<file path="src/rtl/putb_rmw.sv">
// putb_rmw: byte store into a word-wide memory via read-modify-write.
// Reads the addressed word, merges one byte lane, writes it back, pulses done.
module putb_rmw #(
    parameter int WIDTH = 32,
    parameter int AW    = 16
) (
    input  logic             clk,
    input  logic             reset,
    input  logic             start,
    input  logic [AW-1:0]    addr,
    input  logic [1:0]       byte_idx,
    input  logic [7:0]       wbyte,
    output logic             busy,
    output logic             done,
    output logic [WIDTH-1:0] res,
    output logic             mem_req,
    output logic             mem_we,
    output logic [AW-1:0]    mem_addr,
    output logic [WIDTH-1:0] mem_wdata,
    input  logic [WIDTH-1:0] mem_rdata,
    input  logic             mem_ack
);

    typedef enum logic [1:0] {
        IDLE = 2'd0,
        RD   = 2'd1,
        WR   = 2'd2,
        DONE = 2'd3
    } state_t;

    state_t state;
    state_t state_n;

    logic [1:0] lat_idx;
    logic [7:0] lat_byte;

    // Replace exactly one lane; all other bits pass through untouched.
    function automatic logic [WIDTH-1:0] merge(
        input logic [WIDTH-1:0] w,
        input logic [1:0]       idx,
        input logic [7:0]       b
    );
        logic [WIDTH-1:0] r;
        r = w;
        unique case (idx)
            2'd0: r[7:0]   = b;
            2'd1: r[15:8]  = b;
            2'd2: r[23:16] = b;
            2'd3: r[31:24] = b;
            default: r = w;
        endcase
        return r;
    endfunction

    // State register.
    always_ff @(posedge clk) begin
        if (!reset) begin
            state <= IDLE;
        end else begin
            state <= state_n;
        end
    end

    // Next-state logic: one read, one write, one done cycle per store.
    always_comb begin
        state_n = state;
        unique case (state)
            IDLE: if (start) state_n = RD;
            RD:   if (mem_ack) state_n = WR;
            WR:   if (mem_ack) state_n = DONE;
            DONE: state_n = IDLE;
            default: state_n = IDLE;
        endcase
    end

    // Registered outputs and latched request fields.
    always_ff @(posedge clk) begin
        if (!reset) begin
            busy      <= 1'b0;
            done      <= 1'b0;
            res       <= '0;
            mem_req   <= 1'b0;
            mem_we    <= 1'b0;
            mem_addr  <= '0;
            mem_wdata <= '0;
            lat_idx   <= '0;
            lat_byte  <= '0;
        end else begin
            busy    <= (state_n != IDLE);
            done    <= (state_n == DONE);
            mem_req <= (state_n == RD) || (state_n == WR);
            mem_we  <= (state_n == WR);
            if (state == IDLE && start) begin
                mem_addr <= addr;
                lat_idx  <= byte_idx;
                lat_byte <= wbyte;
            end
            if (state == RD && mem_ack) begin
                mem_wdata <= merge(mem_rdata, lat_idx, lat_byte);
            end
            if (state == WR && mem_ack) begin
                res <= mem_wdata;
            end
        end
    end

endmodule
</file>
<file path="config.mk">
export PLATFORM = sky130hd
export DESIGN_NAME = putb_rmw
export DESIGN_NICKNAME = d
export VERILOG_FILES = /design/src/rtl/putb_rmw.sv
export SDC_FILE = /design/constraint.sdc
export NUM_CORES = 1
export LEC_CHECK = 0
export ABC_AREA = 1
export ABC_CLOCK_PERIOD_IN_PS = 1390
export CAP_MARGIN = 10
export CORE_MARGIN = 2
export CORE_UTILIZATION = 48
export CTS_BUF_LIST = sky130_fd_sc_hd__clkbuf_2
export DETAILED_ROUTE_END_ITERATION = 10
export GPL_ROUTABILITY_DRIVEN = 0
export PLACE_DENSITY_LB_ADDON = 0.25
export SLEW_MARGIN = 15
export SYNTH_ARGS = -nofsm -noshare
export SYNTH_HDL_FRONTEND = slang
export SYNTH_SLANG_ARGS = --single-unit
export TNS_END_PERCENT = 20
</file>
<file path="constraint.sdc">
create_clock -name clk -period 1.39 [get_ports clk]
set_input_delay 0.278 -clock clk [delete_from_list [all_inputs] [get_ports clk]]
set_output_delay 0.278 -clock clk [all_outputs]
set_load 0.03 [all_outputs]
</file>
## Word-level counts from Yosys, hierarchy flattened

Index checks and enable logic that the tools add are counted.

| operators by class | value |
|---|---|
| muxes and demuxes | 8 |
| equality and inequality tests | 9 |
| reduce and logical (&&, ||, !) cells | 7 |

Operators with widths:

| operator | count |
|---|---|
| $mux 8 | 4 |
| $eq 2x2->1 const B | 6 |
| $pmux 2 s4 | 1 |
| $eq 2x1->1 const B | 3 |
| $mux 2 | 3 |
| $logic_not 2->1 | 2 |
| $logic_and 1x1->1 | 3 |
| $reduce_bool 2->1 | 1 |
| $logic_or 1x1->1 | 1 |

| word-level totals | value |
|---|---|
| input port bits | 62 |
| output and inout port bits | 84 |
| register bits after elaboration | 96 |
| word-level logic and storage cells | 34 |

## Logic depth before layout (Yosys ltp)

Gate-level depths: netlist (run 1).

| logic depth | value |
|---|---|
| depth in word-level cells | 4 |
| depth in mapped cells | 7 |
| gate-level depth less buffers | 7 |

## Worst setup path before layout (run 1)

Ideal clock, no wire load.

| timing path | value |
|---|---|
| path kind | reg-to-reg |
| start point | register state[1] |
| end point | register mem_req |
| required time | 1.325 ns |
| arrival | 1.117 ns |
| cell stages (with the launch flop) | 7 |
| period minus slack after synthesis | 1.182 ns |
| path buffers | 0 |
| slack | 0.208 ns |
| cell sequence | dfxtp_1 inv_2 nand3_4 nand3_1 inv_1 ha_1 nor2_1 |

| between the ends | value |
|---|---|
| longest elaborated chain between the ends | 4 |
| elaborated cells on any way between the ends | 11 |
| those cells by class | eq/ne: 5; mux: 4; reduce/logical: 2 |

RTL lines:

| item | RTL line | text |
|---|---|---|
| start, declared | 31 | `state_t state;` |
| start signal, assigned | 60 | `state <= state_n;` |
| $eq 2x2->1, or another cell as far along | 67 | `unique case (state)` |
| $pmux 2 s4 * | 67 |  |
| via state_n[0] | 32 | `state_t state_n;` |
| $eq 2x1->1 / $eq 2x2->1 (equally long branches) | 91 | `mem_req <= (state_n == RD) \|\| (state_n == WR);` |
| $logic_or 1x1->1 * | 91 |  |
| end signal, assigned | 91 |  |
| end, declared | 16 | `output logic mem_req,` |

The timed path passes the listed nets; every way through them passes the cells marked *.
A chain may end at the register's enable or synchronous reset.

## Worst setup path in the final report (run 1)

| timing path | value |
|---|---|
| start point | register mem_wdata[25] |
| end point | output port mem_wdata[25] |

RTL lines:

| item | RTL line | text |
|---|---|---|
| start, declared | 19 | `output logic [WIDTH-1:0] mem_wdata,` |
| start signal, assigned | 99 | `mem_wdata <= merge(mem_rdata, lat_idx, lat_byte);` |

No word-level cell between the ends.

==> metrics.yaml, run 1 <==
cells_and_area:
  layout.nets: 799
  area_delta_synth_final_pct: 43.60
  nFillCells: 771
  n_antenna_cell: 0
  layout_common_cells: "106 x nand2_1, 71 x dfxtp_2, 70 x inv_1"
  final_layout_size_suffix_gt1_share_pct: 47.70
  fin_util_pct: 71.36
  layout_commonest_cell: "nand2_1"
route:
  post-route-drc-count: 0
  drt-total-wl_um: 11890
  wire_per_inst_um: 13.72
  ant_nets: 0
  drtIter0Drc: 123
  vias_per_cell: 4.745
  num_vias: 4114
  drt_pass1_iterations: 4
cts:
  cts_buffers: 9
  clockBufferDepth: 2
  cts_hold_buf: 0
  clkSinkCount: 96
  clock_latency_ns: 0.52
  path_clk_slew_ns: 0.23
  tritoncts: "yes"
  root_buffer: "clkbuf_2"
  htreeDepth: 3
yosys:
  synth_nets: 625
  synth.avg_cell_area_sq_um: 8.200
  yosysUniqueCellTypes: 23
  seq_area_frac_synth_pct: 41.85
  syn-cell-area_sq_mm: 0.004592
  yosysWarnings: 0
  ys_seq_elements: 96
  netlist_instances: 560
critical_path:
  crit_buf_inv: 1
  worst-endpoint-arrival_ns: 1.08
  crit_family: "flip-flops"
  worst-path-max-fanout: 3
  reg2reg_slack_ns: 0.14
  path_cells: "buf_4"
  crit_required_ns: 1.11
  max_stage_delay_ns: 0.41
  crit_type: "reg -> out"
  start_kind: "flip-flop"
  worst_setup_path_end_kind: "output port"
  r2r-start: "state[1]"
  worstReg2RegEnd: "mem_addr[11]"
  worst_r2r_path_depth: 6
  critPathSlowestCell: "dfxtp_2"
grt:
  antenna_found_initial: 0
  grt_pass1_wl_um: 19000
  grt_max_degree: 38
  grt_pass1_vias: 3975
  globalRouteOverflowTotal: 0
  track_usage_pct: 23.15
timing:
  layout_setup_ws_ns: 0.03243
  fin_crit_sh_pct: 97.67
  fin_crit_ns: 1.358
  worst_pin_slew_ns: 0.3393
  slew_violations: 0
  max_slew_margin_pct: 77.35
  fin_skew_ns: 0.02789
  setup_violations: 0
  hold_violations: 0
  timing.fmax_mhz: 736.6
  rsz0062_at_grt: "yes"
run_status:
  status: "complete, no violations"
place:
  dp_hpwl_um: 8512
  port_buffers: 145
  dp_slack_ns: -0.2875
floorplan:
  die_area_sq_mm: 0.01037
  initial_core_util_pct: 49.70
  num_rows: 35
  die_h_um: 101.8
  die_x_um: 101.8
  coreArea_sq_mm: 0.009240
  ioPinCount: 146
power_and_ir_drop:
  ir_worst_vdd_mv: 0.5984
  p_leak_uw: 0.002844
  p_per_area_mw_per_mm2: 957.1
min_path:
  hold_path_depth: 3
  min_path_type: "in -> reg"
  holdPathEnd: "mem_addr[5]"
  worstHoldStart: "addr[5]"
flow_run:
  maxCapViolations: 0
[layout make-up]
cell class | instances | area (sq um) | area share (%)
Multi-Input combinational cell | 354 | 2049 | 31.08
Clock inverter | 4 | 93.84 | 1.423
Clock buffer | 11 | 55.05 | 0.8349
Sequential cell | 96 | 2014 | 30.55
Inverter | 78 | 309.0 | 4.687
Tap cell | 129 | 161.4 | 2.448
Timing Repair Buffer | 195 | 1911 | 28.98
[routing by layer]
metal  part of all wire, %  GRT usage [%]  vias to the layer above
met5                     0              0                        -
met4                   1.1          6.051                        0
met3                   4.4          3.146                       12
met2                    51          40.28                      108
met1                    44          30.35                     1899
li1                      -              -                     2095
[sequential cells by signal (all words and copies together), names as in the netlist]
signal	count
mem_wdata	32
done	1
mem_addr	16
mem_req	1
mem_we	1
lat_byte	8
res	32
busy	1
state	2
lat_idx	2
[cells by family (layout without fill, tap and decap cells)]
kind of cell	count (synthesis)	after routing	synth area share, %
AND/OR/NAND/NOR	253	253	28.23
flip-flops	96	96	41.85
adder cells (fa/ha/maj)	3	3	0.8175
buffers and inverters	110	288	13.52
AO/OA/AOI/OAI	98	98	15.59
[worst max-delay path by stage]
stage                  start             to  slack (ns)  depth (start not counted)
5_1_grt                 busy           busy       -0.02                          1
4_1_cts              res[29]        res[29]      0.0003                          1
2_1_floorplan       state[1]        mem_req        0.21                          6
6_report       mem_wdata[25]  mem_wdata[25]        0.03                          1
3_5_place_dp         mem_ack        mem_req       -0.29                          7
3_3_place_gp         mem_ack        mem_req       -0.23                          6
[cell usage after synthesis, drive strengths merged]
cell / number / area [sq um]
a21oi: 64 / 545.5
buf: 29 / 294.0
clkbuf: 3 / 21.27
dfxtp: 96 / 1922
ha: 3 / 37.54
inv: 78 / 305.3
nand2: 136 / 585.6
nand3: 61 / 493.0
nor2: 56 / 217.7
o21ai: 34 / 170.2
[report_power, final]
part           internal, uW  leakage (uW)  switching [uW]  total [uW]
Sequential             2940      0.000816             158        3100
Clock                   776     0.0000897             900        1680
Combinational           681       0.00194             859        1540
Total                  4390       0.00284            1920        6310
[stage by stage]
stage / hold slack, ns / instances / total power [uW] / setup TNS [ns] / cell area (sq um)
floorplan: 0.4238 / 560 / 3997 / 0 / 4592
global placement: 0.4547 / 847 / 4610 / -14.62 / 6329
detailed placement: 0.4584 / 847 / 4650 / -19.68 / 6329
CTS: 0.2876 / 864 / 6264 / 0 / 6304
global route: 0.2823 / 867 / 6588 / -0.1754 / 6594
finish: 0.3295 / 867 / 6311 / 0 / 6594
[repair_timing]
item / 4_1_cts / 5_1_grt
gates resized for setup: 528 / 105
gates cloned: 0 / 0
setup buffers: 2 / 3
hold endpoints to repair: 0 / 0
setup endpoints to repair: 84 / 80
(Power assumes the default switching activity.)
==> run 2: changes to the inputs <==
--- a/config.mk
+++ b/config.mk
@@ -6,14 +6,15 @@
 export NUM_CORES = 1
 export LEC_CHECK = 0
 export ABC_AREA = 1
-export ABC_CLOCK_PERIOD_IN_PS = 1390
+export ABC_CLOCK_PERIOD_IN_PS = 1600
 export CAP_MARGIN = 10
 export CORE_MARGIN = 2
-export CORE_UTILIZATION = 48
+export CORE_UTILIZATION = 52
 export CTS_BUF_LIST = sky130_fd_sc_hd__clkbuf_2
 export DETAILED_ROUTE_END_ITERATION = 10
 export GPL_ROUTABILITY_DRIVEN = 0
 export PLACE_DENSITY_LB_ADDON = 0.25
+export RECOVER_POWER = 50
 export SLEW_MARGIN = 15
 export SYNTH_ARGS = -nofsm -noshare
 export SYNTH_HDL_FRONTEND = slang
==> constraint.sdc (replaced) <==
create_clock -name clk -period 1.6 [get_ports clk]
set_input_delay 0.32 -clock clk [delete_from_list [all_inputs] [get_ports clk]]
set_output_delay 0.32 -clock clk [all_outputs]
set_load 0.03 [all_outputs]
==> run 2 against run 1 <==
Clock skew down 0.0015 ns. Global-route usage rose by 1.9 points. Design area is 8.8% lower. Routed wire length decreased by 0.51%. Clock power shrank 13%. Worst hold slack improved by 0.013 ns. Combinational power shrank 25%. Critical path type unchanged. Largest cell class is now registers. Highest routed layer unchanged.
==> metrics.yaml, run 2 (synthesis gave the netlist of run 1 again) <==
timing:
  worst_pin_slew_ns: 0.4187
  fin_crit_sh_pct: 97.74
  fin_skew_ns: 0.02637
  max_slew_margin_pct: 72.05
  final.setup.tns_ns: 0
  rsz0062_at_grt: "yes"
  fin_crit_ns: 1.564
  setup_violations: 0
  layout_setup_ws_ns: 0.03618
  timing.fmax_mhz: 639.5
  hold_violations: 0
  slew_violations: 0
cts:
  tritoncts: "yes"
  path_clk_slew_ns: 0.24
  clockBufferDepth: 2
  cts_hold_buf: 0
  root_buffer: "clkbuf_2"
  clock_latency_ns: 0.56
  clkSinkCount: 96
  htreeDepth: 3
  cts_buffers: 9
cells_and_area:
  layout_common_cells: "106 x nand2_1, 71 x inv_1, 61 x clkdlybuf4s50_1"
  reg.largest.list: "mem_wdata x32, res x32, mem_addr x16"
  area_delta_synth_final_pct: 30.95
  layout_commonest_cell: "nand2_1"
  fin_util_pct: 69.63
  layout.nets: 778
  final_layout_size_suffix_gt1_share_pct: 40.73
  n_antenna_cell: 0
place:
  port_buffers: 145
  dp_slack_ns: -0.1718
  dp_hpwl_um: 8354
floorplan:
  die_area_sq_mm: 0.009598
  die_h_um: 97.97
  ioPinCount: 146
  die_x_um: 97.97
  num_rows: 34
  coreArea_sq_mm: 0.008636
  initial_core_util_pct: 53.17
critical_path:
  start_kind: "flip-flop"
  max_stage_delay_ns: 0.39
  critPathSlowestCell: "dfxtp_1"
  worst-path-max-fanout: 2
  worst_setup_path_end_kind: "output port"
  crit_required_ns: 1.28
  crit_type: "reg -> out"
  crit_buf_inv: 1
  worst-endpoint-arrival_ns: 1.24
  crit_family: "flip-flops"
  path_cells: "clkdlybuf4s15_2"
  worst_r2r_path_depth: 6
  path_depth: 1
power_and_ir_drop:
  p_leak_uw: 0.002634
  ir_worst_vdd_mv: 0.5617
  p_per_area_mw_per_mm2: 882.3
grt:
  track_usage_pct: 25.07
  globalRouteOverflowTotal: 0
  grt_pass1_vias: 4126
  antenna_found_initial: 0
  grt_pass1_wl_um: 19660
  grt_max_degree: 37
route:
  drtIter0Drc: 139
  ant_nets: 0
  drt_pass1_iterations: 4
  post-route-drc-count: 0
  wire_per_inst_um: 14.34
  num_vias: 4137
  vias_per_cell: 5.015
  drt-total-wl_um: 11830
min_path:
  min_path_type: "in -> reg"
  hold_path_depth: 3
flow_run:
  maxCapViolations: 0
run_status:
  status: "complete, no violations"
run 2: cell count changes in the layout (fill, tap and decap cells not counted), moves of 9 or more:
cell	delta
buf_2	+58
buf_6	-53
buf_4	-47
dfxtp_1	+20
dfxtp_2	-20
a21oi_1	+16
a21oi_2	-16
clkdlybuf4s15_2	+14
clkdlybuf4s18_2	+9
run 2: report_power, final:
group / internal (uW) / total, uW / switching (uW) / leakage (uW)
logic: 453 / 1160 / 704 / 0.00174
registers: 2550 / 2690 / 143 / 0.000808
clock network: 673 / 1460 / 784 / 0.0000897
run 2: per-layer routing:
layer	part of all wire (%)	GRT usage [%]
met2	50	44.10
met5	0	0
met1	42	30.80
met4	1.7	7.479
met3	5.8	5.369
run 2: area by class of cell:
class | count | area (sq um)
multi-input cells | 354 | 1964
well taps | 108 | 135.1
repair buffers | 174 | 1469
fillers | 754 | 2623
inverters | 78 | 306.5
clock buffers | 11 | 55.05
flip-flops and latches | 96 | 1989
clock inverters | 4 | 93.84
run 2: worst register-to-register path, delay by kind of cell, from the launching register on:
| kind | cells | cell delay [ns] |
|---|---|---|
| buffers and inverters | 3 | 0.50 |
| DFF | 1 | 0.46 |
| and+or+nand+nor | 2 | 0.29 |
| AOI/OAI and AO/OA | 1 | 0.09 |
run 2: timing repair:
| action | in CTS | in global routing |
|---|---|---|
| buffers inserted | 0 | 3 |
| gates resized for setup | 287 | 147 |
| setup endpoints to repair | 84 | 72 |
run 2: worst paths after layout:
check | startpoint | endpoint | slack (ns)
worst max-delay path | mem_addr[7] | mem_addr[7] | 0.04
worst min-delay path | addr[8] | mem_addr[8] | 0.34
worst max register to register | state[1] | mem_wdata[14] | 0.18
worst min register to register | mem_wdata[7] | res[7] | 0.46
run 2: through the flow:
| step | hold WS [ns] | std cells | instance area (sq um) | power, uW |
|---|---|---|---|---|
| 2_1_floorplan | 0.4658 | 560 | 4592 | 3472 |
| 3_3_place_gp | 0.4526 | 807 | 6160 | 3950 |
| 3_5_place_dp | 0.4570 | 807 | 6160 | 3989 |
| 4_1_cts | 0.3429 | 822 | 6411 | 5384 |
| 5_1_grt | 0.3432 | 825 | 6013 | 5551 |
| 6_report | 0.3421 | 825 | 6013 | 5305 |
